## src/rtl/wb16_pkg.sv

```systemverilog
// Shared types and widths for the two-master wb16 arbiter in front of the I2C master register port.
package wb16_pkg;

    localparam int WB16_ADR_W = 3;
    localparam int WB16_DAT_W = 16;
    localparam int WB16_SEL_W = 2;
    localparam int WB16_CNT_W = 16;

    typedef enum logic [1:0] {
        IDLE  = 2'd0,
        OWN0  = 2'd1,
        OWN1  = 2'd2,
        ABORT = 2'd3
    } wb16_state_e;

    function automatic logic [1:0] wb16_grant(input wb16_state_e st);
        logic [1:0] g;
        g = 2'b00;
        if (st == OWN0) g = 2'b01;
        if (st == OWN1) g = 2'b10;
        return g;
    endfunction

endpackage

```

## src/rtl/wb16_timeout_cnt.sv

```systemverilog
// Slave stall timer: counts cycles with stb high and no ack, flags the cycle the limit is reached.
module wb16_timeout_cnt
    import wb16_pkg::*;
#(
    parameter int unsigned LIMIT = 1024
) (
    input  logic clk,
    input  logic rst_n,
    input  logic stb_i,
    input  logic ack_i,
    output logic timeout_o
);

    localparam logic [WB16_CNT_W-1:0] LAST = WB16_CNT_W'(LIMIT - 1);

    logic [WB16_CNT_W-1:0] cnt_q, cnt_d;
    logic                  stall;

    assign stall     = stb_i & ~ack_i;
    // An ack in the limit cycle suppresses the timeout because stall is already low.
    assign timeout_o = stall && (cnt_q == LAST);

    always_comb begin
        cnt_d = cnt_q;
        if (!stall || timeout_o) cnt_d = '0;
        else                     cnt_d = cnt_q + 1'b1;
    end

    always_ff @(posedge clk or negedge rst_n) begin
        if (!rst_n) cnt_q <= '0;
        else        cnt_q <= cnt_d;
    end

endmodule

```

## src/rtl/wb16_arbiter.sv

```systemverilog
// Two-master Wishbone arbiter with bus lock, round-robin tie break and slave-stall abort.
//  state | meaning
//  IDLE  | no owner, slave port quiet, arbitrating
//  OWN0  | master 0 drives the slave port
//  OWN1  | master 1 drives the slave port
//  ABORT | slave timed out; err pulsed to owner, wait for its cyc to drop
module wb16_arbiter
    import wb16_pkg::*;
#(
    parameter int unsigned TIMEOUT_CYCLES = 1024
) (
    input  logic                  clk,
    input  logic                  rst,
    input  logic [WB16_ADR_W-1:0] m0_adr_i,
    input  logic [WB16_DAT_W-1:0] m0_dat_i,
    input  logic [WB16_SEL_W-1:0] m0_sel_i,
    input  logic                  m0_we_i,
    input  logic                  m0_stb_i,
    input  logic                  m0_cyc_i,
    output logic [WB16_DAT_W-1:0] m0_dat_o,
    output logic                  m0_ack_o,
    output logic                  m0_err_o,
    input  logic [WB16_ADR_W-1:0] m1_adr_i,
    input  logic [WB16_DAT_W-1:0] m1_dat_i,
    input  logic [WB16_SEL_W-1:0] m1_sel_i,
    input  logic                  m1_we_i,
    input  logic                  m1_stb_i,
    input  logic                  m1_cyc_i,
    output logic [WB16_DAT_W-1:0] m1_dat_o,
    output logic                  m1_ack_o,
    output logic                  m1_err_o,
    output logic [WB16_ADR_W-1:0] s_adr_o,
    output logic [WB16_DAT_W-1:0] s_dat_o,
    output logic [WB16_SEL_W-1:0] s_sel_o,
    output logic                  s_we_o,
    output logic                  s_stb_o,
    output logic                  s_cyc_o,
    input  logic [WB16_DAT_W-1:0] s_dat_i,
    input  logic                  s_ack_i,
    output logic [1:0]            grant_o
);

    logic [1:0]  rst_sync_q;
    logic        rst_n_sync;
    wb16_state_e state_q, state_d;
    logic [1:0]  grant_q;
    logic        last_grant_q, last_grant_d;
    logic        abort_owner_q, abort_owner_d;
    logic        abort_first_q;
    logic        timeout;

    // Assertion reaches every flop at once through the synchroniser clear; release is clocked.
    always_ff @(posedge clk or negedge rst) begin
        if (!rst) rst_sync_q <= 2'b00;
        else      rst_sync_q <= {rst_sync_q[0], 1'b1};
    end

    assign rst_n_sync = rst_sync_q[1];

    wb16_timeout_cnt #(
        .LIMIT(TIMEOUT_CYCLES)
    ) u_timeout_cnt (
        .clk      (clk),
        .rst_n    (rst_n_sync),
        .stb_i    (s_stb_o),
        .ack_i    (s_ack_i),
        .timeout_o(timeout)
    );

    always_comb begin
        state_d       = state_q;
        last_grant_d  = last_grant_q;
        abort_owner_d = abort_owner_q;
        case (state_q)
            IDLE: begin
                if (m0_cyc_i && m1_cyc_i) state_d = last_grant_q ? OWN0 : OWN1;
                else if (m0_cyc_i)        state_d = OWN0;
                else if (m1_cyc_i)        state_d = OWN1;
            end
            OWN0: begin
                if (!m0_cyc_i) begin
                    state_d      = IDLE;
                    last_grant_d = 1'b0;
                end else if (timeout) begin
                    state_d       = ABORT;
                    abort_owner_d = 1'b0;
                end
            end
            OWN1: begin
                if (!m1_cyc_i) begin
                    state_d      = IDLE;
                    last_grant_d = 1'b1;
                end else if (timeout) begin
                    state_d       = ABORT;
                    abort_owner_d = 1'b1;
                end
            end
            ABORT: begin
                if (abort_owner_q ? !m1_cyc_i : !m0_cyc_i) begin
                    state_d      = IDLE;
                    last_grant_d = abort_owner_q;
                end
            end
            default: state_d = IDLE;
        endcase
    end

    always_ff @(posedge clk or negedge rst_n_sync) begin
        if (!rst_n_sync) begin
            state_q       <= IDLE;
            grant_q       <= 2'b00;
            last_grant_q  <= 1'b1;
            abort_owner_q <= 1'b0;
            abort_first_q <= 1'b0;
        end else begin
            state_q       <= state_d;
            grant_q       <= wb16_grant(state_d);
            last_grant_q  <= last_grant_d;
            abort_owner_q <= abort_owner_d;
            abort_first_q <= (state_d == ABORT) && (state_q != ABORT);
        end
    end

    always_comb begin
        s_adr_o  = '0;
        s_dat_o  = '0;
        s_sel_o  = '0;
        s_we_o   = 1'b0;
        s_stb_o  = 1'b0;
        s_cyc_o  = 1'b0;
        m0_ack_o = 1'b0;
        m1_ack_o = 1'b0;
        m0_err_o = 1'b0;
        m1_err_o = 1'b0;
        m0_dat_o = '0;
        m1_dat_o = '0;
        case (state_q)
            OWN0: begin
                s_adr_o  = m0_adr_i;
                s_dat_o  = m0_dat_i;
                s_sel_o  = m0_sel_i;
                s_we_o   = m0_we_i;
                s_stb_o  = m0_stb_i;
                s_cyc_o  = m0_cyc_i;
                m0_ack_o = s_ack_i;
                m0_dat_o = s_dat_i;
                m1_dat_o = s_dat_i;
            end
            OWN1: begin
                s_adr_o  = m1_adr_i;
                s_dat_o  = m1_dat_i;
                s_sel_o  = m1_sel_i;
                s_we_o   = m1_we_i;
                s_stb_o  = m1_stb_i;
                s_cyc_o  = m1_cyc_i;
                m1_ack_o = s_ack_i;
                m0_dat_o = s_dat_i;
                m1_dat_o = s_dat_i;
            end
            ABORT: begin
                m0_err_o = abort_first_q & ~abort_owner_q;
                m1_err_o = abort_first_q &  abort_owner_q;
            end
            default: ;
        endcase
    end

    assign grant_o = grant_q;

endmodule

```

## config.mk

```make
export PLATFORM = sky130hd
export DESIGN_NAME = wb16_arbiter
export DESIGN_NICKNAME = d
export VERILOG_FILES = /design/src/rtl/wb16_pkg.sv /design/src/rtl/wb16_timeout_cnt.sv /design/src/rtl/wb16_arbiter.sv
export SDC_FILE = /design/constraint.sdc
export NUM_CORES = 1
export LEC_CHECK = 0
export ABC_AREA = 1
export CORE_MARGIN = 3
export CORE_UTILIZATION = 34
export CTS_CLUSTER_SIZE = 12
export DETAILED_ROUTE_END_ITERATION = 16
export GPL_TIMING_DRIVEN = 0
export PLACE_DENSITY = 0.78
export SYNTH_ARGS = -nofsm -noshare
export SYNTH_HDL_FRONTEND = slang
export SYNTH_SLANG_ARGS = --single-unit
```

## constraint.sdc

```tcl
create_clock -name clk -period 1.8 [get_ports clk]
set_input_delay 0.54 -clock clk [delete_from_list [all_inputs] [get_ports clk]]
set_output_delay 0.54 -clock clk [all_outputs]
set_load 0.01 [all_outputs]
```

==> impl_metrics.env, run 1 <==
export IMPL_crit_path_max_fanout=7
export IMPL_core_um2=5642
export IMPL_start_util=0.3619
export IMPL_ys_warnings_count=0
export IMPL_fmax_ghz=0.4642
export IMPL_clk_pin_slew_worst_paths_ns=0.10
export IMPL_path_depth=6
export IMPL_synthMostInstantiatedCell="nand2_1"
export IMPL_wl_per_cell_um=17.58
export IMPL_synth_top_area_frac=0.2941
export IMPL_gp_congestion=0.8553
export IMPL_synth_ff_type="dfrtp_1"
export IMPL_drv_cap=0
export IMPL_dr_total_vias=2613
export IMPL_p_total_w=0.006787
export IMPL_pin_count=129
export IMPL_violations="negative setup slack"
export IMPL_cts_num_sinks=25
export IMPL_first_global_vias=2617
export IMPL_chipWidth_um=83.50
export IMPL_path_cells="inv_2 -> ha_4 -> inv_8 -> clkbuf_16 -> a21oi_2 -> buf_2"
export IMPL_crit_buf_inv=4
export IMPL_dp_cells=509
export IMPL_syn_area_per_cell_um2=6.608
export IMPL_relSlewSlack=0.3598
export IMPL_p_per_area_nw_per_um2=1505
export IMPL_drt_wl_total_um=9491
export IMPL_setup_slack_ns=-0.3543
export IMPL_synth_seq_area_share=0.3070
export IMPL_hpwl_um=5922
export IMPL_drive_above_1_share=0.5353
export IMPL_synth_edf_count=0
export IMPL_hold_depth=0
export IMPL_clock_latency_ns=0.27
export IMPL_arrival_ns=1.61
export IMPL_skew_ns=0.007905
export IMPL_grt_max_degree=24
export IMPL_worst_path_max_delay_cell="dfrtp_1"
export IMPL_clockBufferDepth=2
export IMPL_synth_seq_cells=25
export IMPL_io_buffers=128
export IMPL_worstHoldPathType="flip-flop to flip-flop"
export IMPL_fin_util=0.7995
export IMPL_syn_to_final_growth_pct=120.9
export IMPL_syn_area_um2=2042
export IMPL_critPathTopFamily="buffers and inverters"
export IMPL_dr_pass1_iters=4
export IMPL_rows=27
export IMPL_synth_area_leader_cell="dfrtp_1"
export IMPL_finalHoldViolCount=0
export IMPL_min_period_ns=2.154
export IMPL_fp_dieArea_um2=6971
export IMPL_p_leak_nw=2.091
export IMPL_antenna_found_initial=0
export IMPL_ys_top_cells_by_area="dfrtp_1 29%, nand2_1 18%, inv_1 7.9%"
export IMPL_synth_common_cells="98 x nand2_1, 43 x inv_1, 27 x a21oi_1, 27 x nor2_1, 24 x dfrtp_1"
export IMPL_postCtsHoldBufs=0
export IMPL_grt_overflow=0
export IMPL_htree_levels=1
export IMPL_finalSetupTns_ns=-16.69
export IMPL_async_flop_share=1.000
export IMPL_status="finished with violations"
export IMPL_rsz0062_at_grt="yes"
export IMPL_setup_viol=63
export IMPL_fin_cells=540
export IMPL_viasPerCell=4.839
export IMPL_worst_pin_slew_ns=0.9602
export IMPL_rr_worst_depth=9
export IMPL_nFillCells=336
export IMPL_cp_slowest_stage_delay_ns=0.38
export IMPL_critPathRequiredTime_ns=1.26
export IMPL_fin_crit_sh=1.197
export IMPL_fp_dieH_um=83.50
export IMPL_crit_path_end_kind="primary output"
export IMPL_drc=0
export IMPL_crit_type="flip-flop to primary output"
export IMPL_synth_cell_types=35
export IMPL_worst_ir_drop_vdd_v=0.001019
export IMPL_layout_nets=540
export IMPL_cts_root_buf="clkbuf_8"
export IMPL_cts_buffers=3
export IMPL_worstSetupStartpointType="flip-flop"
export IMPL_grt_use_total=0.2410
export IMPL_drtIter0Drc=73
export IMPL_netlist_instances=309
export IMPL_ant_nets=0
export IMPL_syn_num_nets=381
export IMPL_cts_tree="built"
export IMPL_grt_pass1_wl_um=13750
export IMPL_drv_slew=0
[timing repair]
item                                    in CTS  in global routing
pin swaps                                    4                 19
buffers inserted                            15                  3
endpoints found under the hold margin        0                  0
cloned                                       8                  1
resized for setup                          402                 59
endpoints found under the setup margin      60                 81
[per-layer routing]
| layer | vias up | track usage | wire length (um) |
|---|---|---|---|
| li1 | 1245 | - | - |
| met1 | 1221 | 0.2929 | 3748 |
| met2 | 123 | 0.4198 | 4792 |
| met3 | 24 | 0.05824 | 688 |
| met4 | 0 | 0.07456 | 262 |
| met5 | - | 0 | 0 |
[path summary, 6_finish.rpt]
path / from / end / slack, ns
min in group asynchronous: rst_sync_q[1] / u_timeout_cnt.cnt_q[14] / 0.41
worst min-delay path: rst_sync_q[0] / rst_sync_q[1] / 0.36
worst max-delay path: state_q[1] / s_dat_o[14] / -0.35
worst max register to register: state_q[1] / abort_owner_q / -0.04
max in group asynchronous: rst_sync_q[1] / u_timeout_cnt.cnt_q[8] / 0.81
worst min register to register: rst_sync_q[0] / rst_sync_q[1] / 0.36
[logic make-up (layout without fill, tap and decap cells)]
kind of cell | Yosys count | in the layout | share of synthesized area
adder cells (fa/ha/maj) | 5 | 5 | 0.03064
AO/OA/AOI/OAI | 32 | 32 | 0.08824
multiplexers | 1 | 1 | 0.004902
AND/OR/NAND/NOR | 169 | 169 | 0.3805
buffers and inverters | 72 | 230 | 0.1697
other | 1 | 2 | 0.001836
XOR/XNOR | 4 | 4 | 0.01716
flip-flops | 25 | 25 | 0.3070
[area by class of cell]
cell class / count / area, um^2 / area share
Sequential cell: 25 / 626.9 / 0.1390
Clock inverter: 1 / 7.507 / 0.001664
Timing Repair Buffer: 155 / 1562 / 0.3462
Tap cell: 72 / 90.09 / 0.01997
Antenna cell: 1 / 2.502 / 0.0005548
Multi-Input combinational cell: 212 / 1580 / 0.3503
Clock buffer: 3 / 41.29 / 0.009154
Buffer: 26 / 401.6 / 0.08904
Inverter: 45 / 198.9 / 0.04411
[cell usage in the layout, fill, tap and decap left out, types with 10 or more instances in the layout]
| master | count |
|---|---|
| nand2_2 | 40 |
| inv_2 | 10 |
| inv_1 | 24 |
| nor2_1 | 25 |
| nand2_4 | 21 |
| clkdlybuf4s50_1 | 66 |
| buf_2 | 14 |
| dfrtp_1 | 24 |
| buf_6 | 62 |
| nand2_1 | 41 |
| a21oi_4 | 13 |
| clkbuf_16 | 10 |
| buf_4 | 19 |
| a21oi_2 | 10 |
[metrics by stage]
| stage | hold slack (ns) | worst slack (ns) | instance area [um^2] |
|---|---|---|---|
| 3_5_place_dp | 0.3357 | -0.7813 | 3647 |
| 2_1_floorplan | 0.2444 | 0.0002183 | 2276 |
| 6_report | 0.3650 | -0.3543 | 4511 |
| 4_1_cts | 0.3690 | -0.3000 | 4222 |
| 3_3_place_gp | 0.3414 | -0.7667 | 3647 |
| 5_1_grt | 0.3783 | -0.4139 | 4508 |
[power breakdown]
| group | internal (W) | leakage (nW) | switching (W) |
|---|---|---|---|
| registers | 0.000636 | 0.331 | 0.0000464 |
| clock network | 0.000157 | 0.0217 | 0.000190 |
| logic | 0.00305 | 1.74 | 0.00270 |
[sequential cells by signal, indices dropped and copies added, names as in the netlist]
register,count
abort_first_q,1
u_timeout_cnt.cnt_q,16
grant_o,2
rst_sync_q,2
last_grant_q,1
state_q,2
abort_owner_q,1
(Power assumes the default switching activity.)
==> run 2, diff against run 1 <==
--- a/config.mk
+++ b/config.mk
@@ -6,7 +6,7 @@
 export NUM_CORES = 1
 export LEC_CHECK = 0
 export ABC_AREA = 1
-export CORE_MARGIN = 3
+export CORE_MARGIN = 4
 export CORE_UTILIZATION = 34
 export CTS_CLUSTER_SIZE = 12
 export DETAILED_ROUTE_END_ITERATION = 16
==> impl_metrics.env, run 2 (synthesis gave the netlist of run 1 again) <==
export IMPL_status="finished with violations"
export IMPL_violations="negative setup slack"
export IMPL_skew_ns=0.005539
export IMPL_worst_pin_slew_ns=0.9304
export IMPL_setup_viol=74
export IMPL_cts_tree="built"
export IMPL_crit_path_end_kind="primary output"
export IMPL_cts_root_buf="clkbuf_8"
export IMPL_p_total_w=0.006280
export IMPL_dr_pass1_iters=4
export IMPL_io_buffers=128
export IMPL_hpwl_um=6195
export IMPL_wl_per_cell_um=16.10
export IMPL_cts_num_sinks=25
export IMPL_layout_commonest_cell="clkdlybuf4s50_1"
export IMPL_first_global_vias=2498
export IMPL_syn_to_final_growth_pct=108.9
export IMPL_crit_path_max_fanout=10
export IMPL_largest_register_ffs=16
export IMPL_r2r_setup_slack_ns=-0.04
export IMPL_start_util=0.3598
export IMPL_chipWidth_um=85.50
export IMPL_stdcell_area_um2=4267
export IMPL_pin_count=129
export IMPL_min_period_ns=2.176
export IMPL_grt_overflow=0
export IMPL_postCtsHoldBufs=0
export IMPL_critPathRequiredTime_ns=1.26
export IMPL_clockBufferDepth=2
export IMPL_relSlewSlack=0.3797
export IMPL_cts_buffers=3
export IMPL_clk_pin_slew_worst_paths_ns=0.08
export IMPL_viasPerCell=4.742
export IMPL_min_from="rst_sync_q[0]"
export IMPL_ant_nets=0
export IMPL_layout_nets=532
export IMPL_grt_pass1_wl_um=12560
export IMPL_layout_common_cells="66 x clkdlybuf4s50_1, 63 x nand2_1, 60 x buf_6"
export IMPL_worstHoldPathType="flip-flop to flip-flop"
export IMPL_drive_above_1_share=0.4837
export IMPL_worst_ir_drop_vdd_v=0.001086
export IMPL_grt_max_degree=24
export IMPL_dr_total_vias=2518
export IMPL_crit_type="flip-flop to primary output"
export IMPL_rows=27
export IMPL_clock_latency_ns=0.27
export IMPL_top_register="u_timeout_cnt.cnt_q"
export IMPL_num_antenna_cells=0
export IMPL_worstSetupStartpointType="flip-flop"
export IMPL_drv_slew=0
export IMPL_fp_dieArea_um2=7309
export IMPL_drv_cap=0
export IMPL_antenna_found_initial=0
export IMPL_drc=0
export IMPL_htree_levels=1
export IMPL_drt_wl_total_um=8547
export IMPL_place_area_um2=3647
export IMPL_arrival_ns=1.64
export IMPL_dp_cells=509
export IMPL_p_leak_nw=1.957
export IMPL_fin_cells=531
export IMPL_drtIter0Drc=57
export IMPL_r2r_end="grant_o[0]"
export IMPL_hold_depth=0
export IMPL_gp_congestion=0.8393
export IMPL_grt_use_total=0.2128
export IMPL_core_um2=5675
export IMPL_p_per_area_nw_per_um2=1472
export IMPL_rsz0062_at_grt="yes"
export IMPL_fp_dieH_um=85.50
export IMPL_rr_worst_depth=12
export IMPL_fmax_ghz=0.4595
export IMPL_nFillCells=375
export IMPL_whs_ns=0.3600
export IMPL_finalHoldViolCount=0
export IMPL_worstHoldEndpoint="rst_sync_q[1]"
export IMPL_setup_slack_ns=-0.3764
export IMPL_finalSetupTns_ns=-16.97
export IMPL_r2r_start="state_q[0]"
export IMPL_fin_crit_sh=1.209
run 2: worst max path at each step:
stage,start,to,depth (start not counted)
after floorplan,state_q[1],s_dat_o[13],6
after global placement,m1_cyc_i,s_cyc_o,6
after detailed placement,m0_cyc_i,s_cyc_o,6
after CTS,state_q[0],m1_dat_o[13],7
after global routing,state_q[0],s_dat_o[5],7
final,state_q[0],s_dat_o[5],7
run 2: stage by stage:
step / utilization / setup WS, ns
final: 0.7518 / -0.3764
after global routing: 0.7518 / -0.4549
after global placement: 0.6426 / -0.8013
after CTS: 0.7196 / -0.3196
after floorplan: - / 0.0002183
after detailed placement: 0.6426 / -0.8028
run 2: cell type report:
cell class / instances / area [um^2] / share of cell area
Tap cell: 72 / 90.09 / 0.02111
Clock buffer: 4 / 45.04 / 0.01056
Inverter: 45 / 196.4 / 0.04604
Multi-Input combinational cell: 212 / 1463 / 0.3428
Sequential cell: 25 / 626.9 / 0.1469
Timing Repair Buffer: 147 / 1460 / 0.3422
Buffer: 26 / 385.4 / 0.09032
run 2: layer usage:
| layer | routed length, um | vias to the layer above | global-route usage |
|---|---|---|---|
| met1 | 3454 | 1175 | 0.2628 |
| met4 | 161 | 0 | 0.03885 |
| met5 | 0 | - | 0 |
| li1 | - | 1231 | - |
| met2 | 4334 | 98 | 0.3856 |
| met3 | 596 | 14 | 0.04131 |
run 2: report_power, final:
group          internal [W]  total (W)  switching [W]
Sequential         0.000636   0.000678      0.0000423
Combinational       0.00281    0.00527        0.00247
Clock              0.000158   0.000329       0.000171
run 2: critical path, cell delays in order, from the launching register on:
cell and delay (ns):
dfrtp_1 0.41, inv_2 0.11, ha_2 0.18, buf_6 0.13, clkbuf_16 0.15, nand2_1 0.08
a21oi_2 0.15, buf_2 0.15
run 2: timing repair:
item	4_1_cts	5_1_grt
gates resized for setup	375	43
endpoints found under the setup margin	60	77
buffers inserted	12	1
cloned	5	1
pin swaps	3	8
==> run 3, diff against run 2 <==
--- a/config.mk
+++ b/config.mk
@@ -6,12 +6,14 @@
 export NUM_CORES = 1
 export LEC_CHECK = 0
 export ABC_AREA = 1
+export CORE_ASPECT_RATIO = 1.25
 export CORE_MARGIN = 4
 export CORE_UTILIZATION = 34
 export CTS_CLUSTER_SIZE = 12
 export DETAILED_ROUTE_END_ITERATION = 16
 export GPL_TIMING_DRIVEN = 0
 export PLACE_DENSITY = 0.78
+export SETUP_SLACK_MARGIN = 0.15
 export SYNTH_ARGS = -nofsm -noshare
 export SYNTH_HDL_FRONTEND = slang
 export SYNTH_SLANG_ARGS = --single-unit
==> impl_metrics.env, run 3 (synthesis gave the netlist of run 1 again) <==
export IMPL_critPathRequiredTime_ns=1.26
export IMPL_dr_total_vias=2549
export IMPL_swShare=0.4309
export IMPL_setup_viol=82
export IMPL_htree_levels=1
export IMPL_antenna_found_initial=0
export IMPL_finalHoldViolCount=0
export IMPL_violations="negative setup slack"
export IMPL_clkPwrFrac=0.052
export IMPL_clk_pin_slew_worst_paths_ns=0.09
export IMPL_worst_ir_drop_vdd_v=0.0008195
export IMPL_viasPerCell=4.791
export IMPL_grt_max_degree=24
export IMPL_pin_count=129
export IMPL_drtIter0Drc=67
export IMPL_num_antenna_cells=0
export IMPL_grt_overflow=0
export IMPL_top_register="u_timeout_cnt.cnt_q"
export IMPL_seqPwrFrac=0.104
export IMPL_clockBufferDepth=2
export IMPL_worstHoldPathType="flip-flop to flip-flop"
export IMPL_skew_ns=0.004336
export IMPL_crit_path_end_kind="primary output"
export IMPL_fin_util=0.7675
export IMPL_finalSetupTns_ns=-23.15
export IMPL_drv_cap=0
export IMPL_core_um2=5818
export IMPL_worstSetupStartpointType="flip-flop"
export IMPL_fp_dieH_um=94.65
export IMPL_cts_buffers=3
export IMPL_cts_num_sinks=25
export IMPL_fp_dieArea_um2=7317
export IMPL_io_buffers=128
export IMPL_start_util=0.3510
export IMPL_cts_root_buf="clkbuf_8"
export IMPL_grt_use_total=0.2189
export IMPL_fin_crit_sh=1.244
export IMPL_grt_pass1_wl_um=12690
export IMPL_status="finished with violations"
export IMPL_arrival_ns=1.70
export IMPL_pwr_share_comb=0.845
export IMPL_crit_type="flip-flop to primary output"
export IMPL_drt_wl_total_um=8594
export IMPL_layout_common_cells="64 x clkdlybuf4s50_1, 63 x buf_6, 59 x nand2_1"
export IMPL_postCtsHoldBufs=0
export IMPL_first_global_vias=2589
export IMPL_rsz0062_at_grt="yes"
export IMPL_relSlewSlack=0.4060
export IMPL_drv_slew=0
export IMPL_layout_commonest_cell="clkdlybuf4s50_1"
export IMPL_chipWidth_um=77.32
export IMPL_worst_pin_slew_ns=0.8909
export IMPL_syn_to_final_growth_pct=118.7
export IMPL_p_leak_nw=2.018
export IMPL_p_per_area_nw_per_um2=1487
export IMPL_setup_slack_ns=-0.4394
export IMPL_layout_nets=539
export IMPL_place_area_um2=3819
export IMPL_dr_pass1_iters=4
export IMPL_dpl_worst_slack_ns=-0.8354
export IMPL_intPower_w=0.003780
export IMPL_crit_path_max_fanout=5
export IMPL_hpwl_um=5730
export IMPL_ant_nets=0
export IMPL_largest_register_ffs=16
export IMPL_cts_tree="built"
export IMPL_min_period_ns=2.239
export IMPL_wl_per_cell_um=16.15
export IMPL_rows=31
export IMPL_p_switching_w=0.002861
export IMPL_gp_congestion=0.8717
export IMPL_stdcell_area_um2=4466
export IMPL_fmax_ghz=0.4466
export IMPL_drc=0
export IMPL_drive_above_1_share=0.5236
export IMPL_clock_latency_ns=0.28
==> run 3: cell count changes in the layout (fill, tap and decap cells not counted), moves of 4 or more <==
cell	delta
a21oi_2	-7
inv_2	+6
a21oi_4	+8
nand2_2	+7
buf_2	-4
nand2_1	-4
buf_4	+5
==> run 3: power groups by stage <==
stage / Combinational [W] / Sequential [W] / Clock, W
finish: 0.00561 / 0.000688 / 0.000344
global route: 0.00593 / 0.000696 / 0.000377
CTS: 0.00519 / 0.000682 / 0.000351
detailed placement: 0.00420 / 0.000702 / 0
global placement: 0.00416 / 0.000699 / 0
floorplan: 0.00262 / 0.000696 / 0
==> run 3: cell type report <==
cell class / count / area [um^2]
Multi-Input combinational cell: 212 / 1567
Timing Repair Buffer: 153 / 1563
Fill cell: 378 / 1353
Sequential cell: 25 / 626.9
Buffer: 27 / 389.1
Inverter: 45 / 188.9
Tap cell: 66 / 82.58
Clock buffer: 3 / 41.29
Clock inverter: 1 / 7.507
==> run 3: per-stage QoR <==
stage	power, W	cells	hold WS [ns]
2_1_floorplan	0.003314	309	0.2444
3_3_place_gp	0.004859	503	0.3371
3_5_place_dp	0.004901	503	0.3394
4_1_cts	0.006219	528	0.3626
5_1_grt	0.007001	532	0.3665
6_report	0.006641	532	0.3605
==> run 3: final timing paths <==
check	start	to	slack (ns)	depth (start not counted)
hold / removal	rst_sync_q[0]	rst_sync_q[1]	0.36	0
setup reg to reg	state_q[1]	u_timeout_cnt.cnt_q[3]	-0.15	10
hold reg to reg	rst_sync_q[0]	rst_sync_q[1]	0.36	0
min in group asynchronous	rst_sync_q[1]	grant_o[1]	0.38	0
setup / recovery	state_q[1]	s_dat_o[7]	-0.44	7
max in group asynchronous	rst_sync_q[1]	u_timeout_cnt.cnt_q[11]	0.88	0
==> run 3: repair_timing <==
| action | in CTS | in global routing |
|---|---|---|
| gates cloned | 5 | 1 |
| endpoints found under the hold margin | 0 | 0 |
| gates resized for setup | 341 | 49 |
| pin swaps | 5 | 6 |
| setup buffers | 16 | 3 |
| setup endpoints to repair | 80 | 83 |
==> run 3: critical path: stages, from the launching register on <==
cell       delay [ns]
dfrtp_1          0.44
inv_2            0.09
ha_4             0.28
buf_8            0.13
inv_8            0.05
clkbuf_16        0.16
a21oi_4          0.14
buf_6            0.13
==> run 3: layer usage <==
| metal | global-route usage | part of all wire |
|---|---|---|
| met1 | 0.2297 | 0.36 |
| met2 | 0.4301 | 0.54 |
| met3 | 0.05248 | 0.074 |
| met4 | 0.06083 | 0.030 |
| met5 | 0 | 0 |
